`config.mk`:
```
export PLATFORM = sky130hd
export DESIGN_NAME = slot_multichannel_ramctl_flat
export DESIGN_NICKNAME = d
export VERILOG_FILES = /design/src/rtl/slot_multichannel_ramctl_if.sv /design/src/rtl/slot_multichannel_ramctl.sv /design/src/flat_wrapper.sv
export SDC_FILE = /design/constraint.sdc
export NUM_CORES = 1
export LEC_CHECK = 0
export CAP_MARGIN = 20
export CORE_UTILIZATION = 40
export CTS_CLUSTER_DIAMETER = 50
export DETAILED_ROUTE_END_ITERATION = 10
export GPL_TIMING_DRIVEN = 0
export PLACE_DENSITY = 0.72
export SYNTH_ARGS = -nofsm -noshare
export SYNTH_HDL_FRONTEND = slang
export SYNTH_SLANG_ARGS = --single-unit
```
`constraint.sdc`:
```
create_clock -name C7M -period 3.97 [get_ports C7M]
set_input_delay 0.794 -clock C7M [delete_from_list [all_inputs] [get_ports C7M]]
set_output_delay 0.794 -clock C7M [all_outputs]
set_load 0.02 [all_outputs]
```
`src/rtl/slot_multichannel_ramctl_if.sv`:
```
`default_nettype none
// ============================================================================
// Module   : slot_multichannel_ramctl_if
// Brief    : Apple II slot bus and card SRAM/ROM pin bundle for the
//            multichannel RAM/ROM controller.
// Revision : 1.0  initial release
// ============================================================================
interface slot_multichannel_ramctl_if #(
  parameter int ADDR_W = 24
);
  logic              PHI1;
  logic              nDEVSEL;
  logic              nIOSEL;
  logic              nIOSTRB;
  logic [10:0]       A;
  logic              nWE;
  logic [7:0]        D_in;
  logic [7:0]        D_out;
  logic              D_oe;
  logic [7:0]        RD_in;
  logic              RD_oe;
  logic [ADDR_W-1:0] RA;
  logic              RAMCS;
  logic              nROMCS;

  modport master (
    output PHI1, nDEVSEL, nIOSEL, nIOSTRB, A, nWE, D_in, RD_in,
    input  D_out, D_oe, RD_oe, RA, RAMCS, nROMCS
  );

  modport slave (
    input  PHI1, nDEVSEL, nIOSEL, nIOSTRB, A, nWE, D_in, RD_in,
    output D_out, D_oe, RD_oe, RA, RAMCS, nROMCS
  );
endinterface
`default_nettype wire

```
`src/rtl/slot_multichannel_ramctl.sv`:
```
`default_nettype none
// ============================================================================
// Module   : slot_multichannel_ramctl
// Brief    : NCH auto-stepping RAM address pointers plus banked expansion-ROM
//            window for an Apple II slot card. XFER_COUNT_EN adds a 16-bit
//            DATA-access counter at offsets 0xC/0xD.
// Revision : 1.0  initial release
// ============================================================================
module slot_multichannel_ramctl #(
  parameter int NCH    = 2,
  parameter int ADDR_W = 24,
  parameter int BANK_W = 8
) (
  input logic                       C7M,
  input logic                       RES,
  slot_multichannel_ramctl_if.slave bus
);

  localparam logic [23:0] c_addr_mask = 24'hFFFFFF >> (24 - ADDR_W);
  localparam int          c_mode_w    = 2 * NCH;

  logic [2:0]          r_s;
  logic                r_phi1_q;
  logic                r_phi0seen;
  logic                r_dben;
  logic                r_csen;
  logic                r_regen;
  logic                r_ioromen;
  logic [23:0]         r_addr [NCH];
  logic [c_mode_w-1:0] r_mode;
  logic [BANK_W-1:0]   r_bank;
  logic [NCH-1:0]      r_pend;

  logic [3:0]        w_off;
  logic [1:0]        w_ch;
  logic              w_is_data;
  logic              w_dev;
  logic              w_ramdec;
  logic              w_reg_wr;
  logic              w_data_acc;
  logic              w_rom_sel;
  logic [BANK_W-1:0] w_bank_inc;
  logic [23:0]       w_sel_addr;
  logic [7:0]        w_reg_rd;
  logic [15:0]       w_xcnt;
  logic [ADDR_W-1:0] w_ra;

  // Pointer stepping keeps every bit above ADDR_W at zero.
  function automatic logic [23:0] f_step(input logic [23:0] a, input logic [1:0] m);
    logic [23:0] n;
    case (m)
      2'b01:   n = a;
      2'b10:   n = a - 24'd1;
      default: n = a + 24'd1;
    endcase
    return n & c_addr_mask;
  endfunction

  assign w_off      = bus.A[3:0];
  assign w_ch       = w_off[3:2];
  assign w_is_data  = (int'(w_ch) < NCH) && (w_off[1:0] == 2'd3);
  assign w_dev      = ~bus.nDEVSEL & r_regen;
  assign w_ramdec   = w_dev & w_is_data;
  assign w_reg_wr   = w_dev & ~bus.nWE & (r_s == 3'd6);
  assign w_data_acc = w_ramdec & (r_s == 3'd6);
  assign w_rom_sel  = ~bus.nIOSEL | (~bus.nIOSTRB & r_ioromen);
  assign w_bank_inc = r_bank + BANK_W'(1);

`ifdef XFER_COUNT_EN
  logic [15:0] r_xcnt;

  always_ff @(posedge C7M) begin
    if (RES) begin
      r_xcnt <= 16'h0000;
    end else if (w_reg_wr && (w_off == 4'hC || w_off == 4'hD)) begin
      r_xcnt <= 16'h0000;
    end else if (w_data_acc) begin
      r_xcnt <= r_xcnt + 16'd1;
    end
  end

  assign w_xcnt = r_xcnt;
`else
  assign w_xcnt = 16'h0000;
`endif

  // Bus phase tracking: S restarts at 1 on each PHI1 rise once PHI1 has been low.
  always_ff @(posedge C7M) begin
    if (RES) begin
      r_s        <= 3'd0;
      r_phi1_q   <= 1'b0;
      r_phi0seen <= 1'b0;
      r_dben     <= 1'b0;
      r_csen     <= 1'b0;
      r_regen    <= 1'b0;
      r_ioromen  <= 1'b0;
    end else begin
      r_phi1_q   <= bus.PHI1;
      r_phi0seen <= r_phi0seen | ~bus.PHI1;
      if (r_phi0seen) begin
        if (bus.PHI1 && !r_phi1_q) begin
          r_s <= 3'd1;
        end else if (r_s != 3'd7) begin
          r_s <= r_s + 3'd1;
        end
      end
      r_dben <= r_s[2];
      r_csen <= ((r_s == 3'd4) && bus.nWE) || (r_s >= 3'd5);
      if (r_s == 3'd4 && !bus.nIOSEL) begin
        r_regen <= 1'b1;
      end
      if (r_s == 3'd4) begin
        if (!bus.nIOSTRB && bus.A == 11'h7FF) begin
          r_ioromen <= 1'b0;
        end else if (!bus.nIOSEL) begin
          r_ioromen <= 1'b1;
        end
      end
    end
  end

  always_ff @(posedge C7M) begin
    if (RES) begin
      for (int c = 0; c < NCH; c++) begin
        r_addr[c] <= 24'h000000;
      end
      r_mode <= '0;
      r_bank <= '0;
      r_pend <= '0;
    end else begin
      for (int c = 0; c < NCH; c++) begin
        if (r_s == 3'd1 && r_pend[c]) begin
          r_addr[c] <= f_step(r_addr[c], r_mode[2*c +: 2]);
          r_pend[c] <= 1'b0;
        end else if (w_reg_wr && int'(w_ch) == c) begin
          case (w_off[1:0])
            2'd0:    r_addr[c] <= {r_addr[c][23:8], bus.D_in} & c_addr_mask;
            2'd1:    r_addr[c] <= {r_addr[c][23:16], bus.D_in, r_addr[c][7:0]} & c_addr_mask;
            2'd2:    r_addr[c] <= {bus.D_in, r_addr[c][15:0]} & c_addr_mask;
            default: ;
          endcase
        end
        if (w_data_acc && int'(w_ch) == c) begin
          r_pend[c] <= 1'b1;
        end
      end
      if (w_reg_wr && w_off == 4'hE) begin
        r_mode <= bus.D_in[c_mode_w-1:0];
      end
      if (w_reg_wr && w_off == 4'hF) begin
        r_bank <= BANK_W'(bus.D_in);
      end
    end
  end

  always_comb begin
    w_sel_addr = r_addr[0];
    for (int c = 0; c < NCH; c++) begin
      if (w_is_data && int'(w_ch) == c) begin
        w_sel_addr = r_addr[c];
      end
    end
  end

  // ROM strobe window outranks slot ROM, which outranks the DATA pointers.
  always_comb begin
    w_ra = r_addr[0][ADDR_W-1:0];
    if (!bus.nIOSTRB) begin
      w_ra        = '0;
      w_ra[10:0]  = bus.A;
      w_ra[18:11] = 8'(w_bank_inc);
    end else if (!bus.nIOSEL) begin
      w_ra       = '0;
      w_ra[10:0] = bus.A;
    end else if (!bus.nDEVSEL && w_is_data) begin
      w_ra = w_sel_addr[ADDR_W-1:0];
    end
  end

  always_comb begin
    w_reg_rd = 8'h00;
    for (int c = 0; c < NCH; c++) begin
      if (int'(w_ch) == c) begin
        case (w_off[1:0])
          2'd0:    w_reg_rd = r_addr[c][7:0];
          2'd1:    w_reg_rd = r_addr[c][15:8];
          2'd2:    w_reg_rd = r_addr[c][23:16];
          default: w_reg_rd = 8'h00;
        endcase
      end
    end
    case (w_off)
      4'hC:    w_reg_rd = w_xcnt[7:0];
      4'hD:    w_reg_rd = w_xcnt[15:8];
      4'hE:    w_reg_rd = 8'(r_mode);
      4'hF:    w_reg_rd = 8'(r_bank);
      default: ;
    endcase
  end

  assign bus.RA     = w_ra;
  assign bus.RAMCS  = w_ramdec & r_csen;
  assign bus.nROMCS = ~(r_csen & w_rom_sel);
  assign bus.RD_oe  = r_dben & ~bus.nWE & w_ramdec;
  assign bus.D_oe   = r_dben & bus.nWE & (w_dev | w_rom_sel);
  assign bus.D_out  = (w_rom_sel | (~bus.nDEVSEL & w_is_data)) ? bus.RD_in : w_reg_rd;

endmodule
`default_nettype wire

```
`src/flat_wrapper.sv`:
```
// flat-port wrapper written by rule: the top's interface ports become plain ports
module slot_multichannel_ramctl_flat 
#(
  parameter int NCH    = 2,
  parameter int ADDR_W = 24,
  parameter int BANK_W = 8
)
  (C7M, RES, bus_PHI1, bus_nDEVSEL, bus_nIOSEL, bus_nIOSTRB, bus_A, bus_nWE, bus_D_in, bus_RD_in, bus_D_out, bus_D_oe, bus_RD_oe, bus_RA, bus_RAMCS, bus_nROMCS);
  slot_multichannel_ramctl_if #(.ADDR_W(ADDR_W)) bus_i ();
  input logic C7M;
  input logic RES;
  input wire logic [$bits(bus_i.PHI1)-1:0] bus_PHI1;
  input wire logic [$bits(bus_i.nDEVSEL)-1:0] bus_nDEVSEL;
  input wire logic [$bits(bus_i.nIOSEL)-1:0] bus_nIOSEL;
  input wire logic [$bits(bus_i.nIOSTRB)-1:0] bus_nIOSTRB;
  input wire logic [$bits(bus_i.A)-1:0] bus_A;
  input wire logic [$bits(bus_i.nWE)-1:0] bus_nWE;
  input wire logic [$bits(bus_i.D_in)-1:0] bus_D_in;
  input wire logic [$bits(bus_i.RD_in)-1:0] bus_RD_in;
  output wire logic [$bits(bus_i.D_out)-1:0] bus_D_out;
  output wire logic [$bits(bus_i.D_oe)-1:0] bus_D_oe;
  output wire logic [$bits(bus_i.RD_oe)-1:0] bus_RD_oe;
  output wire logic [$bits(bus_i.RA)-1:0] bus_RA;
  output wire logic [$bits(bus_i.RAMCS)-1:0] bus_RAMCS;
  output wire logic [$bits(bus_i.nROMCS)-1:0] bus_nROMCS;
  assign bus_i.PHI1 = bus_PHI1;
  assign bus_i.nDEVSEL = bus_nDEVSEL;
  assign bus_i.nIOSEL = bus_nIOSEL;
  assign bus_i.nIOSTRB = bus_nIOSTRB;
  assign bus_i.A = bus_A;
  assign bus_i.nWE = bus_nWE;
  assign bus_i.D_in = bus_D_in;
  assign bus_i.RD_in = bus_RD_in;
  assign bus_D_out = bus_i.D_out;
  assign bus_D_oe = bus_i.D_oe;
  assign bus_RD_oe = bus_i.RD_oe;
  assign bus_RA = bus_i.RA;
  assign bus_RAMCS = bus_i.RAMCS;
  assign bus_nROMCS = bus_i.nROMCS;
  slot_multichannel_ramctl #(.NCH(NCH), .ADDR_W(ADDR_W), .BANK_W(BANK_W)) u_core (.C7M(C7M), .RES(RES), .bus(bus_i));
endmodule
```
== Word level (Yosys, flattened, before mapping) ==
Memories as Yosys holds them, arrays and structs flattened.
Cells that the tools add are included.
W data, S select, Z words.

* ROM bits: 0
* Register bits: 23
* Bits in latches: 0
* Output and inout bits: 36
* Input port bits: 34
* Memories: 1
* Memory bits (writable): 48
* Logic and storage cells: 164

* Reductions and logical operators: 28
* Multiplexer cells: 67
* $lt $le $gt $ge: 2
* Eq/ne operators: 18
* Bitwise operators: 31
* $add $sub $neg: 6
* $mul: 0
* Divide/modulo/power cells: 0
* Shift operators: 0

{| class="wikitable"
|+ Memories
! memory !! words !! bits a word !! read ports !! clocked after memory_dff !! wr ports !! RTL line !! RTL
|-
| u_core.r_addr || 2 || 24 || 2 || 0 || 2 || slot_multichannel_ramctl.sv:29 || <nowiki>logic [23:0] r_addr [NCH];</nowiki>
|}

{| class="wikitable"
|+ Operators with widths
! kind !! count
|-
| $mux W24 || 16
|-
| $pmux W24 S2 || 2
|-
| $pmux W8 S3 || 3
|-
| $add A24 B1 Y24 const B || 2
|-
| $sub A24 B1 Y24 const B || 2
|-
| $mux W1 || 41
|-
| $mux W8 || 3
|-
| $eq A4 B4 Y1 const B || 4
|-
| $logic_and A1 B1 Y1 || 15
|-
| $and A1 B1 Y1 || 13
|-
| $or A1 B1 Y1 || 12
|-
| $eq A11 B11 Y1 const B || 1
|-
| $eq A2 B2 Y1 const B || 5
|-
| $add A8 B1 Y8 const B || 1
|-
| $eq A2 B1 Y1 const B || 3
|-
| $eq A3 B3 Y1 const B || 2
|-
| $mux W3 || 2
|-
| $not A1 Y1 || 6
|-
| $reduce_bool A2 Y1 || 3
|-
| $logic_not A1 Y1 || 4
|-
| $logic_not A2 Y1 || 2
|-
| $reduce_and A2 Y1 || 2
|-
| $add A3 B1 Y3 const B || 1
|-
| $eq A3 B1 Y1 const B || 1
|-
| other kinds (6) || 6
|}

== Depth between registers and ports, before layout ==
Gate-level depths: netlist (run 1).

* Depth after elaboration: 12
* Mapped depth: 13
* Mapped depth without buffers: 10

== Worst setup path after synthesis (run 1) ==
Ideal clock, no wire load.

* Kind: in2out
* Start: input port bus_A[0]
* End: output port bus_RA[10]
* Path buffers: 2
* Setup slack: 0.458 ns
* Required time: 3.176 ns
* Cell stages on the path: 7
* Data arrival time: 2.718 ns
* Cell sequence: clkbuf_1 -> nand2_1 -> nor3_1 -> nand2_1 -> buf_1 -> mux2i_1 -> o21ai_0

* Longest elaborated chain between the ends: 7
* Elaborated cells between the ends (all ways): 8
* Those cells by class: 1 x eq/ne; 4 x mux; 3 x reduce/logical

{| class="wikitable"
|+ RTL lines
! what !! RTL line !! RTL
|-
| start, declared || flat_wrapper.sv:16 || <nowiki>input wire logic [$bits(bus_i.A)-1:0] bus_A;</nowiki>
|-
| $eq A2 B2 Y1 * || slot_multichannel_ramctl.sv:61 || <nowiki>assign w_is_data = (int'(w_ch) < NCH) && (w_off[1:0] == 2'd3);</nowiki>
|-
| $logic_and A1 B1 Y1 * || slot_multichannel_ramctl.sv:61 ||
|-
| $logic_and A1 B1 Y1 || slot_multichannel_ramctl.sv:159 || <nowiki>if (w_is_data && int'(w_ch) == c) begin</nowiki>
|-
| $mux W24 || slot_multichannel_ramctl.sv:159 ||
|-
| $mux W24 * || slot_multichannel_ramctl.sv:175 || <nowiki>end else if (!bus.nDEVSEL && w_is_data) begin</nowiki>
|-
| $mux W24 * || slot_multichannel_ramctl.sv:172 || <nowiki>end else if (!bus.nIOSEL) begin</nowiki>
|-
| $mux W24 * || slot_multichannel_ramctl.sv:168 || <nowiki>if (!bus.nIOSTRB) begin</nowiki>
|-
| end, declared || flat_wrapper.sv:23 || <nowiki>output wire logic [$bits(bus_i.RA)-1:0] bus_RA;</nowiki>
|}

Every way passes the cells marked *; elsewhere a longest branch is shown, timed or not.

== Worst setup path after layout (run 1) ==
* Start: input port bus_A[1]
* End: output port bus_RA[2]

The elaborated chain is that of the path after synthesis.

==> results by group, run 1 <==
Outcome
  • Outcome: complete, no violations

Yosys
  • Post-synth top area share: 0.211
  • Number of synthesized flops with an enable pin: 48
  • Prevailing post-synth register cell: edfxtp_1
  • Number of synthesized register bits: 71
  • Post-Syn Instances: 896
  • Post-synth top area cell: edfxtp_1
  • Synth unique cells: 75
  • Seq/Total Area, Yosys: 0.279
  • Ys async rst share: 0
  • Top-count cell post-synth: nand2_1
  • Synthesized Nets: 938
  • Mapped Avg Cell Area: 7.62 um2
  • Post-Syn Area: 0.00683 mm2
  • Post-synth top cells: 133 x nand2_1, 79 x nor2_1, 67 x o21ai_0
  • Synth top area cells: edfxtp_1 21%, mux2i_1 8.5%, nand2_1 7.3%
  • Syn. warnings: 0

Worst setup path
  • Critical path class: input pin to primary output
  • CP max FO: 10
  • Crit. Startpoint: bus_A[1]
  • Bufs and invs on worst path: 3
  • Worst path slowest cell: clkdlybuf4s50_1
  • Crit path cell chain: clkdlybuf4s50_1, nand2_2, nor3_4, nand2_2, clkbuf_4, o22ai_1, a31oi_1, clkdlybuf4s50_1
  • R2R Path Start: u_core.r_mode[0]$_SDFFE_PP0P_
  • Critical Path End Type: primary output
  • Signal arrival time at the worst endpoint: 3.12 ns
  • Slowest stage delay, CP: 0.60 ns
  • Critical path's top delay family: buffers and inverters
  • Startpoint types: input pin
  • Critical path required time: 3.18 ns

Global routing
  • First-pass GRT wire length: 38.8 mm
  • Initial antenna violation count: 0
  • Gr ovfl total: 0
  • Largest net degree at the start of global routing: 12
  • Total track usage: 0.289
  • Vias in the first global route: 6568

STA
  • Fin crit share: 0.987
  • Fin. max-slew vios: 0
  • Max Freq: 255 MHz
  • Post-route setup TNS: 0 ns
  • Fin Hold WS: 0.482 ns
  • Final clock skew: 0.00856 ns
  • Final hold vios: 0
  • Max transition margin: 0.321
  • Minimum clock period after layout: 3.92 ns
  • Worst slew pin tran: 1.01 ns
  • Setup WS post-layout: 0.0533 ns
  • # setup viols final: 0

Finish
  • # nets final: 1014
  • Final Cell Area: 0.00810 mm2
  • ANT cells: 0
  • Area Overhead vs Synth: 18.6%
  • Fill count: 1637
  • Layout cell share with drive strength beyond 1: 0.0860

Clocking
  • Root buf cell: clkbuf_16
  • Clock transition at path regs: 0.06 ns
  • Total CTS buffers: 9
  • CTS tree: built
  • Clock Sinks: 71
  • Hold-fix buffers at CTS: 0
  • H-tree Lvls: 3
  • Clock Latency Late Sink: 0.36 ns
  • Longest Clk Path Bufs: 2

Place
  • IO Port Bufs: 63
  • RePlAce Congestion: 1.00
  • Placed instance area: 0.00773 mm2
  • Setup WS pre-CTS: -0.861 ns
  • Post-DP HPWL: 18.4 mm

Pwr
  • Sw frac: 0.303
  • Static leakage: 3.04 nW
  • Switch Pwr: 0.000587 W
  • Peak VDD IR: 0.167 mV
  • Power Internal: 0.00135 W
  • Logic pwr share: 0.190
  • Overall power: 0.00194 W
  • Seq pwr share: 0.423
  • Clock share of power: 0.388
  • Power per cell area: 239 mW/mm2

Floorplanning
  • Die area: 0.0176 mm2
  • Die height: 133 um
  • Initial Util: 0.410
  • FP Rows: 47
  • Die Wd: 133 um
  • # IOs: 70
  • Core Area: 0.0166 mm2

Worst hold path
  • HP Start: u_core.r_phi0seen$_SDFF_PP0_
  • Worst hold path type: flip-flop to flip-flop

Detailed routing
  • DR WL/cell: 21.2 um
  • Routed Antenna Nets: 0
  • Total Wirelength: 25.3 mm
  • First-pass DRT Iterations: 6
  • Initial DRC Count: 1013
  • Vias: 7455
  • Via density: 6.23
  • DRC Markers: 0

Flow run
  • MaxCap Viol Count: 0
[power by group through the flow]
| stage | Clock [W] | Sequential, W | Combinational, W |
|---|---|---|---|
| finish | 0.000751 | 0.000819 | 0.000368 |
| floorplan | 0 | 0.000830 | 0.000207 |
| detailed placement | 0 | 0.000835 | 0.000357 |
| global route | 0.000779 | 0.000822 | 0.000390 |
| CTS | 0.000753 | 0.000819 | 0.000356 |
| global placement | 0 | 0.000834 | 0.000357 |
[worst paths after layout]
path | cells past startpoint | endpoint | slack (ns)
worst min register to register | 2 | u_core.r_phi0seen$_SDFF_PP0_ | 0.48
worst max-delay path | 8 | bus_RA[2] | 0.05
worst min-delay path | 2 | u_core.r_phi0seen$_SDFF_PP0_ | 0.48
worst max register to register | 13 | u_core.r_addr[0][18]$_SDFFCE_PN0P_ | 0.38
[per-layer routing]
layer | wire [um] | global-route usage | part of all wire
met5 | 0 | 0 | 0
met4 | 870 | 0.119 | 0.034
met3 | 2620 | 0.0456 | 0.10
met2 | 10400 | 0.411 | 0.41
met1 | 11500 | 0.429 | 0.45
[registers in the layout (all words and copies together) (netlist names)]
signal,cells
u_core.r_addr,48
u_core.r_csen,1
u_core.r_bank,8
u_core.r_phi1_q,1
u_core.r_ioromen,1
u_core.r_dben,1
u_core.r_pend,2
u_core.r_phi0seen,1
u_core.r_regen,1
u_core.r_mode,4
u_core.r_s,3
[layout by cell type (no fill, tap or decap), drive strengths merged, types with 21 or more instances in the layout]
| cell | netlist | routed |
|---|---|---|
| a21oi | 52 | 52 |
| buf | 29 | 29 |
| clkbuf | 57 | 70 |
| clkdlybuf4s50 | 0 | 37 |
| dfxtp | 23 | 23 |
| edfxtp | 48 | 48 |
| mux2i | 58 | 58 |
| nand2 | 134 | 134 |
| nand3 | 25 | 25 |
| nor2 | 79 | 79 |
| nor3 | 29 | 29 |
| nor4 | 21 | 21 |
| o21ai | 71 | 71 |
| xnor2 | 37 | 37 |
| xor2 | 21 | 21 |
[kinds of logic (layout without fill, tap and decap cells)]
group | Yosys count | after routing | share of synthesized area
buf+inv | 97 | 178 | 0.0601
simple gates | 382 | 382 | 0.275
fa+ha+maj | 8 | 8 | 0.0147
xor+xnor | 58 | 58 | 0.0744
compound gates | 218 | 218 | 0.206
flops | 71 | 71 | 0.279
mux | 62 | 62 | 0.0916
[timing repair]
| action | 4_1_cts | 5_1_grt |
|---|---|---|
| pin swaps | 1 | 1 |
| gates resized for setup | 40 | 19 |
| setup endpoints to repair | 35 | 14 |
| buffers inserted | 2 | 1 |
[worst reg2reg max path: cells and delay by family (launching register included)]
family	cells	cell delay [ns]
AOI/OAI and AO/OA	6	1.34
buffers and inverters	3	0.82
and+or+nand+nor	2	0.51
DFF	1	0.38
adders and majority gates	1	0.20
xor gates and xnor gates	1	0.09
[layout make-up]
type                            instances  area (um2)  area share
Multi-Input combinational cell        728        4580       0.566
Sequential cell                        71        1900       0.235
Timing Repair Buffer                   66         647      0.0799
Buffer                                 85         394      0.0487
Tap cell                              220         275      0.0340
Clock buffer                           11         233      0.0287
Inverter                               11        41.3     0.00510
Clock inverter                          5        25.0     0.00309
[per-stage QoR]
| stage | util | cells |
|---|---|---|
| 4_1_cts | 0.482 | 1196 |
| 3_3_place_gp | 0.465 | 1179 |
| 5_1_grt | 0.486 | 1197 |
| 2_1_floorplan | - | 896 |
| 3_5_place_dp | 0.465 | 1179 |
| 6_report | 0.486 | 1197 |
No activity file was read; power rests on OpenSTA's default activity.
==> inputs of run 2 (changes only) <==
--- a/config.mk
+++ b/config.mk
@@ -11,6 +11,7 @@
 export DETAILED_ROUTE_END_ITERATION = 10
 export GPL_TIMING_DRIVEN = 0
 export PLACE_DENSITY = 0.72
+export SETUP_SLACK_MARGIN = 0.2
 export SYNTH_ARGS = -nofsm -noshare
 export SYNTH_HDL_FRONTEND = slang
 export SYNTH_SLANG_ARGS = --single-unit
==> run 2 against run 1 <==
  * Count of clock-buffer cells in the layout is the same
  * Final cell count is the same
  * Non-clock buffer count is the same
  * Register-to-register slack lost 0.02 ns
  * Die area is the same
  * Combinational power is essentially flat
  * Clock skew shrank 0.00072 ns
  * Sequential share of layout area is essentially flat
  * Sequential power is essentially flat
  * Sequential cell count is the same
==> results by group, run 2 (same netlist as run 1, synthesis figures left out) <==
Outcome
  • Outcome: complete, no violations

Global routing
  • Initial antenna violation count: 0
  • Largest net degree at the start of global routing: 12
  • Total track usage: 0.290
  • First-pass GRT wire length: 39.0 mm
  • Gr ovfl total: 0
  • Vias in the first global route: 6564

Clocking
  • Clock Latency Late Sink: 0.36 ns
  • H-tree Lvls: 3
  • Total CTS buffers: 9
  • Hold-fix buffers at CTS: 0
  • CTS tree: built
  • Clock transition at path regs: 0.05 ns
  • Clock Sinks: 71
  • Longest Clk Path Bufs: 2
  • Root buf cell: clkbuf_16

Finish
  • Max reg flops: 48
  • Top reg by flops: u_core.r_addr
  • Area Overhead vs Synth: 18.6%
  • Layout cell share with drive strength beyond 1: 0.0972
  • Commonest non-fill, non-tap cells in the layout: 131 x nand2_1, 78 x nor2_1, 67 x o21ai_0
  • Biggest regs: u_core.r_addr: 48 flops, u_core.r_bank: 8 flops, u_core.r_mode: 4 flops
  • ANT cells: 0
  • Fill count: 1636
  • Most common cell after layout, fill and taps aside: nand2_1
  • # nets final: 1014

Pwr
  • Overall power: 0.00194 W
  • Peak VDD IR: 0.167 mV
  • Power per cell area: 239 mW/mm2
  • Static leakage: 3.01 nW

STA
  • Final clock skew: 0.00784 ns
  • Worst slew pin tran: 0.998 ns
  • Max transition margin: 0.329
  • # setup viols final: 0
  • Minimum clock period after layout: 3.73 ns
  • Fin. max-slew vios: 0
  • Max Freq: 268 MHz
  • RSZ-0062 raised after global routing: true
  • Final hold vios: 0
  • Setup WS post-layout: 0.237 ns
  • Fin crit share: 0.940

Detailed routing
  • Initial DRC Count: 1066
  • First-pass DRT Iterations: 6
  • Routed Antenna Nets: 0
  • DRC Markers: 0
  • Total Wirelength: 25.3 mm
  • Via density: 6.18
  • DR WL/cell: 21.1 um
  • Vias: 7399

Place
  • Post-DP HPWL: 18.4 mm
  • Setup WS pre-CTS: -0.861 ns
  • RePlAce Congestion: 1.00
  • IO Port Bufs: 63

Floorplanning
  • Die Wd: 133 um
  • FP Rows: 47
  • Die height: 133 um
  • # IOs: 70
  • Die area: 0.0176 mm2
  • Initial Util: 0.410
  • Core Area: 0.0166 mm2

Worst setup path
  • Critical path class: input pin to primary output
  • CP max FO: 10
  • Startpoint types: input pin
  • Signal arrival time at the worst endpoint: 2.94 ns
  • Critical Path End Type: primary output
  • Critical path required time: 3.18 ns

Flow run
  • MaxCap Viol Count: 0

Worst hold path
  • Worst hold path type: flip-flop to flip-flop
-- run 2: changes by cell type in the layout (fill, tap and decap cells not counted), sizes merged --
cell,delta
clkdlybuf4s50,-5
clkbuf,+4
clkdlybuf4s15,+3
dlymetal6s2s,-2
-- run 2: per-layer routing --
metal | vias to the layer above | track usage | share of wire
li1 | 3412 | - | -
met1 | 3440 | 0.433 | 0.45
met2 | 494 | 0.418 | 0.41
met3 | 53 | 0.0375 | 0.11
met4 | 0 | 0.113 | 0.030
met5 | - | 0 | 0
-- run 2: cell type report --
class | count | area (um2) | share of cell area
buffer | 85 | 398 | 0.0491
sequential | 71 | 1900 | 0.235
multi-input combinational | 728 | 4600 | 0.568
clock buffer | 11 | 233 | 0.0287
inverter | 11 | 41.3 | 0.00510
tap | 220 | 275 | 0.0340
timing repair buffer | 66 | 623 | 0.0769
clock inverter | 5 | 25.0 | 0.00309
-- run 2: worst paths after layout --
kind	end	cells after the start	from	slack [ns]
hold / removal	u_core.r_phi0seen$_SDFF_PP0_	2	u_core.r_phi0seen$_SDFF_PP0_	0.48
setup reg to reg	u_core.r_addr[0][18]$_SDFFCE_PN0P_	13	u_core.r_mode[0]$_SDFFE_PP0P_	0.36
hold reg to reg	u_core.r_phi0seen$_SDFF_PP0_	2	u_core.r_phi0seen$_SDFF_PP0_	0.48
setup / recovery	bus_RA[12]	8	bus_A[1]	0.24
-- run 2: power by group --
part / switching (W) / internal [W]
combinational: 0.000240 / 0.000126
sequential: 0.0000129 / 0.000807
clock: 0.000333 / 0.000417
-- run 2: through the flow --
stage | instances | setup TNS (ns) | hold slack (ns) | utilization | instance area [um2]
2_1_floorplan | 896 | 0 | 0.451 | - | 6830
3_3_place_gp | 1179 | -22.52 | 0.465 | 0.465 | 7730
3_5_place_dp | 1179 | -22.54 | 0.471 | 0.465 | 7730
4_1_cts | 1196 | 0 | 0.480 | 0.483 | 8050
5_1_grt | 1197 | 0 | 0.490 | 0.487 | 8100
6_report | 1197 | 0 | 0.482 | 0.487 | 8100
-- run 2: worst max-delay path, cell delays in order --
cell and delay, ns:
clkdlybuf4s50_1 0.60, nand2_2 0.17, nor3_4 0.18, nand2_2 0.15
clkbuf_4 0.27, mux2i_1 0.15, o22ai_1 0.25, clkdlybuf4s15_1 0.35
-- run 2: repair_timing --
item	in CTS	in global routing
pin swaps	1	3
cloned	0	0
setup endpoints to repair	37	44
resized for setup	56	26
setup buffers	2	1
